===== src/rtl/cmp_seq_nibble.sv =====
// -----------------------------------------------------------------------------
// cmp_4bit / cmp_seq_nibble
//
// cmp_4bit: combinational 4-bit unsigned magnitude comparator.
//   a_i, b_i         in  4   operands
//   lth_o/equ_o/gth_o out 1  a<b, a==b, a>b (exactly one high)
//
// cmp_seq_nibble: sequential magnitude comparator for wide unsigned operands.
// One shared cmp_4bit examines one nibble per cycle, most significant nibble
// first, and stops at the first nibble that differs. Results are returned
// over a 4-phase req/ack handshake.
//   clk_i    in  1  clock, rising edge
//   rst_ni   in  1  asynchronous active-low reset
//   req_i    in  1  request (4-phase with ack_o)
//   x_i, y_i in  N  unsigned operands, sampled only at acceptance
//   ack_o    out 1  acknowledge; result valid while high
//   lth_o    out 1  x < y (registered, held until next acceptance)
//   equ_o    out 1  x == y
//   gth_o    out 1  x > y
// -----------------------------------------------------------------------------

module cmp_4bit (
    input  logic [3:0] a_i,
    input  logic [3:0] b_i,
    output logic       lth_o,
    output logic       equ_o,
    output logic       gth_o
);
    assign lth_o = (a_i <  b_i);
    assign equ_o = (a_i == b_i);
    assign gth_o = (a_i >  b_i);
endmodule

module cmp_seq_nibble #(
    parameter int unsigned N = 16
) (
    input  logic         clk_i,
    input  logic         rst_ni,
    input  logic         req_i,
    input  logic [N-1:0] x_i,
    input  logic [N-1:0] y_i,
    output logic         ack_o,
    output logic         lth_o,
    output logic         equ_o,
    output logic         gth_o
);
    localparam int unsigned K  = N / 4;
    localparam int unsigned IW = (K > 1) ? $clog2(K) : 1;
    // Nibble table padded to a power of two so every idx value selects
    // a defined entry, even when K is not a power of two.
    localparam int unsigned NP = 1 << IW;

    typedef enum logic [1:0] {
        IDLE = 2'd0,
        RUN  = 2'd1,
        DONE = 2'd2
    } state_t;

    state_t          state_q, state_d;
    logic [N-1:0]    xr_q, xr_d;
    logic [N-1:0]    yr_q, yr_d;
    logic [IW-1:0]   idx_q, idx_d;
    logic            ack_q, ack_d;
    logic            lth_q, lth_d;
    logic            equ_q, equ_d;
    logic            gth_q, gth_d;

    logic [3:0]      xn [NP];
    logic [3:0]      yn [NP];
    logic            c_lth, c_equ, c_gth;

    for (genvar gi = 0; gi < NP; gi++) begin : g_nib
        if (gi < K) begin : g_real
            assign xn[gi] = xr_q[4*gi +: 4];
            assign yn[gi] = yr_q[4*gi +: 4];
        end else begin : g_pad
            assign xn[gi] = 4'h0;
            assign yn[gi] = 4'h0;
        end
    end

    cmp_4bit u_cmp (
        .a_i   (xn[idx_q]),
        .b_i   (yn[idx_q]),
        .lth_o (c_lth),
        .equ_o (c_equ),
        .gth_o (c_gth)
    );

    always_ff @(posedge clk_i or negedge rst_ni) begin
        if (!rst_ni) begin
            state_q <= IDLE;
            xr_q    <= '0;
            yr_q    <= '0;
            idx_q   <= '0;
            ack_q   <= 1'b0;
            lth_q   <= 1'b0;
            equ_q   <= 1'b0;
            gth_q   <= 1'b0;
        end else begin
            state_q <= state_d;
            xr_q    <= xr_d;
            yr_q    <= yr_d;
            idx_q   <= idx_d;
            ack_q   <= ack_d;
            lth_q   <= lth_d;
            equ_q   <= equ_d;
            gth_q   <= gth_d;
        end
    end

    always_comb begin
        state_d = state_q;
        xr_d    = xr_q;
        yr_d    = yr_q;
        idx_d   = idx_q;
        ack_d   = ack_q;
        lth_d   = lth_q;
        equ_d   = equ_q;
        gth_d   = gth_q;
        unique case (state_q)
            IDLE: begin
                if (req_i) begin
                    xr_d    = x_i;
                    yr_d    = y_i;
                    idx_d   = IW'(K - 1);
                    lth_d   = 1'b0;
                    equ_d   = 1'b0;
                    gth_d   = 1'b0;
                    state_d = RUN;
                end
            end
            RUN: begin
                // A req drop here is ignored: the run always completes and
                // DONE then releases ack after a single cycle.
                if (c_lth || c_gth) begin
                    lth_d   = c_lth;
                    gth_d   = c_gth;
                    ack_d   = 1'b1;
                    state_d = DONE;
                end else if (idx_q == '0) begin
                    equ_d   = 1'b1;
                    ack_d   = 1'b1;
                    state_d = DONE;
                end else begin
                    idx_d   = idx_q - 1'b1;
                end
            end
            DONE: begin
                if (!req_i) begin
                    ack_d   = 1'b0;
                    state_d = IDLE;
                end
            end
            default: begin
                state_d = IDLE;
            end
        endcase
    end

    assign ack_o = ack_q;
    assign lth_o = lth_q;
    assign equ_o = equ_q;
    assign gth_o = gth_q;

endmodule


===== config.mk =====
export PLATFORM = sky130hd
export DESIGN_NAME = cmp_seq_nibble
export DESIGN_NICKNAME = d
export VERILOG_FILES = /design/src/rtl/cmp_seq_nibble.sv
export SDC_FILE = /design/constraint.sdc
export NUM_CORES = 1
export LEC_CHECK = 0
export CAP_MARGIN = 25
export CORE_ASPECT_RATIO = 1.1
export CORE_MARGIN = 2
export CORE_UTILIZATION = 35
export CTS_CLUSTER_SIZE = 8
export DETAILED_ROUTE_END_ITERATION = 16
export DONT_BUFFER_PORTS = 1
export GPL_ROUTABILITY_DRIVEN = 0
export PLACE_DENSITY = 0.52
export SLEW_MARGIN = 5
export SYNTH_ARGS = -nofsm -noshare
export SYNTH_HDL_FRONTEND = slang
export SYNTH_SLANG_ARGS = --single-unit

===== constraint.sdc =====
create_clock -name clk_i -period 2.4 [get_ports clk_i]
set_input_delay 0.72 -clock clk_i [delete_from_list [all_inputs] [get_ports clk_i]]
set_output_delay 0.72 -clock clk_i [all_outputs]
set_load 0.02 [all_outputs]

### Word level (Yosys, flattened, before mapping)

Cells that the tools add are included.

* bits of input ports: 35
* output and inout port bits: 4
* logic and storage cells: 59
* register bits: 40

* magnitude comparators: 3
* multiplexer cells: 26
* add/sub/neg operators: 1
* bitwise operators: 1
* reduce and logical (&&, ||, !) cells: 11
* equal/unequal tests: 9

Operator list (number)
* binary-select mux 4 bit (select 2 bit): 2
* two-way mux 4 bit: 4
* two-way mux 2 bit: 7
* inequality test 2 bit, second input constant: 6
* AND reduction 3 bit: 3
* one-hot mux 1 bit (2 select lines): 4
* AND reduction 4 bit: 2
* two-way mux 1 bit: 7
* one-hot mux 2 bit (3 select lines): 1
* greater-than comparator 4 bit: 1
* zero test 2 bit: 2
* less-than comparator 4 bit: 1
* one-hot mux 2 bit (2 select lines): 1
* nonzero test 2 bit: 2
* >= comparator 3 bit, second input constant: 1
* inequality test 3 bit, second input constant: 1
* NOT 2 -> 3 bit: 1
* equality test 2 x 1 -> 1 bit, second input constant: 1
* equality test 2 bit, second input constant: 1
* AND reduction 2 bit: 1
* subtractor 2 x 1 -> 2 bit, second input constant: 1
* logical OR 1 bit: 1

### Longest topological paths before layout

* depth in word-level cells: 8
* mapped depth: 7
* mapped depth without buffers: 6

### Hierarchy

From an unflattened synthesis, not the netlist that was laid out.

* cell total of the unflattened synthesis: 132
* area, all modules: 1910.6 um^2

Modules (own cells, without submodules)
* cmp_seq_nibble: area each 1781.7 um^2, seq. area each 1001.0 um^2, cells an instance 116, instances 1
* cmp_4bit: area each 128.9 um^2, seq. area each 0.0 um^2, cells an instance 16, instances 1

### Least setup slack after synthesis

No wires, ideal clock.

* path kind: register -> register
* from: reg idx_q[0]
* to: reg lth_q, in the netlist lth_o
* data required time: 2.278 ns
* path buffers: 1
* period minus slack after synthesis: 2.202 ns
* setup time: 0.122 ns
* data arrival time: 2.080 ns
* stages on the path, launching flop included: 7
* setup slack: 0.198 ns
* cells stage by stage: dfrtp_1 > buf_2 > mux4_2 > ha_1 > nor4b_2 > o21ai_0 > a32o_1

* longest elaborated chain between the ends: 8
* elaborated cells between the ends (all ways): 14
* those cells by class: 2 x order compare; 1 x eq/ne; 8 x mux; 1 x bitwise; 2 x reduce/logical

RTL lines
* start, declared: RTL line 62 `logic [IW-1:0] idx_q, idx_d;`
* start signal, assigned: RTL line 104 `idx_q <= idx_d;`
* NOT 2 -> 3 bit (implied by the code) (*): RTL line 83, 84
* binary-select mux 4 bit (select 2 bit) (on tied branches): RTL line 83, 84
* two-way mux 4 bit (on tied branches) (2 in series): RTL line 83, 84
* less-than comparator 4 bit / greater-than comparator 4 bit (equally long branches): RTL line 29, 31
* logical OR 1 bit: RTL line 136 `if (c_lth || c_gth) begin`
* inequality test 2 bit (no source line)
* AND reduction 3 bit (no source line)
* end signal, assigned: RTL line 106 `lth_q <= lth_d;`
* end, declared: RTL line 64 `logic lth_q, lth_d;`

Every way passes the cells marked *; elsewhere a longest branch is shown, timed or not. The select of a mux whose other input is x is not followed.
A chain may end at the register's enable or synchronous reset.

### Worst setup path after layout

* from: reg idx_q[0]
* to: reg idx_q[1]

* longest elaborated chain between the ends: 8
* elaborated cells between the ends (all ways): 18
* those cells by class: 1 x add/sub; 2 x order compare; 2 x eq/ne; 9 x mux; 1 x bitwise; 3 x reduce/logical

RTL lines (RTL line)
* NOT 2 -> 3 bit (implied by the code): 83, 84
* binary-select mux 4 bit (select 2 bit) (on tied branches): 83, 84
* two-way mux 4 bit (on tied branches) (2 in series): 83, 84
* less-than comparator 4 bit / greater-than comparator 4 bit (equally long branches): 29, 31
* logical OR 1 bit: 136
* inequality test 2 bit (no source line)
* AND reduction 4 bit (no source line)

Parallel ways exist; a longest one is shown, timed or not. The select of a mux whose other input is x is not followed.

==> out/results.ini <==
[clocking]
clockBufferDepth = 2
post_cts_resized = 0
postCtsSetupBuffers = 0
clock_sinks = 40
root_buffer = clkbuf_8
insertion_delay_ps = 290
htreeDepth = 2
tritoncts = built
clk_pin_slew_ps = 70
cts_buffers = 5
ctsHoldBuffers = 0

[route]
drt_wl_total_mm = 3.717
vias_per_cell = 4.682
route.detailed.drc = 0
drt_iter0_markers = 82
vias = 1283
dr.pass1.iters = 3
wl_per_cell_um = 13.57
postRouteAntennaNets = 0

[pwr]
comb_power_share_pct = 39.8
total_leakage_power_nw = 1.042
swShare_pct = 36.70
power.net_switching_mw = 1.026
clockPowerShare_pct = 17.0
internal_power_mw = 1.770
peakVddDrop_mv = 0.4054
pwr-share-seq_pct = 43.2
power.density_mw_per_mm2 = 1339

[worst_setup_path]
rrSetupSlack_ps = 150
reg2reg_to = idx_q[1]
crit_path_end_kind = flip-flop
critical_path_class = reg2reg
r2r_start = idx_q[0]
critPathMaxStageDelay_ps = 510
critPathRequiredTime_ps = 2620
startpoint = idx_q[0]
reg2reg_depth = 6
path_cells = buf_4 > mux4_2 > ha_1 > nand4_1 > nor4_2 > mux2i_1
start_kind = flip-flop
cp_slowest_cell = mux4_2
path_max_fanout = 5
arrival_ps = 2460

[hold_path]
min_path_type = in2async

[cells_and_area]
final_common_cell = nand2_1
design_area_mm2 = 0.002087
final_nets = 239
final_cell_mix = nand2_1, dfrtp_1, mux4_2
insertedDiodeCount = 0
drive_gt1_share_pct = 12.06
area_growth_pct = 10.32
layoutNonFillerInstCount = 274

[flow_run]
maxCapViolCount = 0

[place]
portBuffers = 0
dp_hpwl_mm = 2.675
place_area_mm2 = 0.001989
place_inst = 267

[synth]
synthDistinctLibCells = 29
synth_xor_area_share_pct = 0
syn_area_per_cell_um2 = 9.652
syn_area_mm2 = 0.001892
synthAdderAreaFrac_pct = 3.307
synth_top_family_by_area = simple AND/OR/NAND/NOR gates
synth_compound_area_share_pct = 4.431
synthesis.nets = 236
synthMuxAreaShare_pct = 10.05
ys_ff_latch = 40
synth-simple-area-share_pct = 25.79
ys_seq_area_share_pct = 52.91
yosys_warnings = 0
synthesis.instances = 196

[grt]
grt_max_degree = 41
grt_usage_pct = 15.30
antenna_found_initial = 0
grt_pass1_vias = 1379
overflow = 0
grt_pass1_wl_mm = 6.686

[die]
die_area_mm2 = 0.006010
start_util_pct = 35.76
core.rowCount = 28
core_region_area_mm2 = 0.005290
die_w_um = 74.10
io_pins = 39
die_h_um = 81.11

[sta]
fmaxAchievable_ghz = 0.4451
whs_ps = 112.3
fin_crit_sh_pct = 93.62
tightest_slew_ps = 528.1
relSlewSlack_pct = 64.80
finalHoldViolations = 0
slew_viol_final = 0
tns_ps = 0
rsz0062_at_grt = false
finClkSkew_ps = 6.024
setup_viol = 0
fin_crit_ps = 2247

[status]
status = completed

-- cells in the mapped netlist, drive strengths merged --
cell | instances | area share [%]
a31oi | 1 | 0.33
inv | 7 | 1.4
clkbuf | 4 | 0.79
nor4 | 1 | 0.66
nand2 | 96 | 19
o21a | 1 | 0.40
mux4 | 8 | 9.5
mux2i | 1 | 0.53
and2 | 1 | 0.33
o211ai | 1 | 0.40
nor2b | 4 | 1.3
a21oi | 1 | 0.26
nand2b | 1 | 0.33
buf | 5 | 1.3
nand4 | 1 | 0.33
or2b | 1 | 0.40
a22oi | 1 | 0.40
o2bb2ai | 1 | 0.46
nor4b | 1 | 0.79
nor3b | 2 | 1.1
nor3 | 1 | 0.26
ha | 5 | 3.3
dfrtp | 40 | 53
o22ai | 1 | 0.33
or3b | 1 | 0.46
o21ai | 3 | 0.79
nor2 | 4 | 0.79
a32o | 2 | 1.1
-- stage by stage --
stage | utilization [%] | total power [mW] | setup slack, ps
finish | 39.45 | 2.795 | 153.1
global route | 39.45 | 3.106 | 19.42
CTS | 39.43 | 2.834 | 129.0
detailed placement | 37.61 | 2.343 | 154.0
global placement | 37.61 | 2.330 | 181.5
floorplan | - | 2.062 | 198.1
-- power groups by stage --
stage	Sequential [mW]	Clock, mW	Combinational [mW]
3_5_place_dp	1.22	0	1.12
4_1_cts	1.21	0.494	1.13
3_3_place_gp	1.24	0	1.09
2_1_floorplan	1.14	0	0.926
6_report	1.21	0.475	1.11
5_1_grt	1.25	0.534	1.32
-- how the worst max path moves through the flow --
stage	end	slack [ps]	cells after the start
floorplan	lth_o	200	6
global placement	lth_o	180	6
detailed placement	lth_o	150	6
CTS	lth_o	130	6
global route	idx_q[1]	20	6
finish	idx_q[1]	150	6
-- critical path, delay by kind of cell, from the launching register on --
kind / cells / cell delay [ps]
mux: 2 / 730
buf+inv: 1 / 150
fa+ha+maj: 1 / 340
flops: 1 / 340
simple gates: 2 / 600
-- kinds of logic (layout without fill, tap and decap cells) --
kind of cell | Yosys count | count (layout)
buffers and inverters | 16 | 19
AO/OA/AOI/OAI | 12 | 12
AND/OR/NAND/NOR | 114 | 114
adder cells (fa/ha/maj) | 5 | 5
multiplexers | 9 | 9
flip-flops | 40 | 40
-- per-layer routing --
metal	GRT usage (%)	vias to the layer above	wire length, µm	part of all wire (%)
met5	0	-	0	0
met4	7.091	0	87	2.3
met3	5.335	6	213	5.7
met2	21.96	29	1696	46
met1	20.67	602	1719	46
li1	-	646	-	-
-- registers in the layout (all words and copies together) (netlist names) --
register and cells:
state_q 2, gth_o 1, lth_o 1, equ_o 1
idx_q 2, ack_o 1, xr_q 16, yr_q 16
-- cell type report --
cell class	instances	area [µm²]
clock buffers	7	96.34
fillers	548	3203
inverters	7	26.28
multi-input cells	140	830.8
flip-flops and latches	40	1002
well taps	75	93.84
repair buffers	5	37.54
Power figures use the tool's default switching activity.
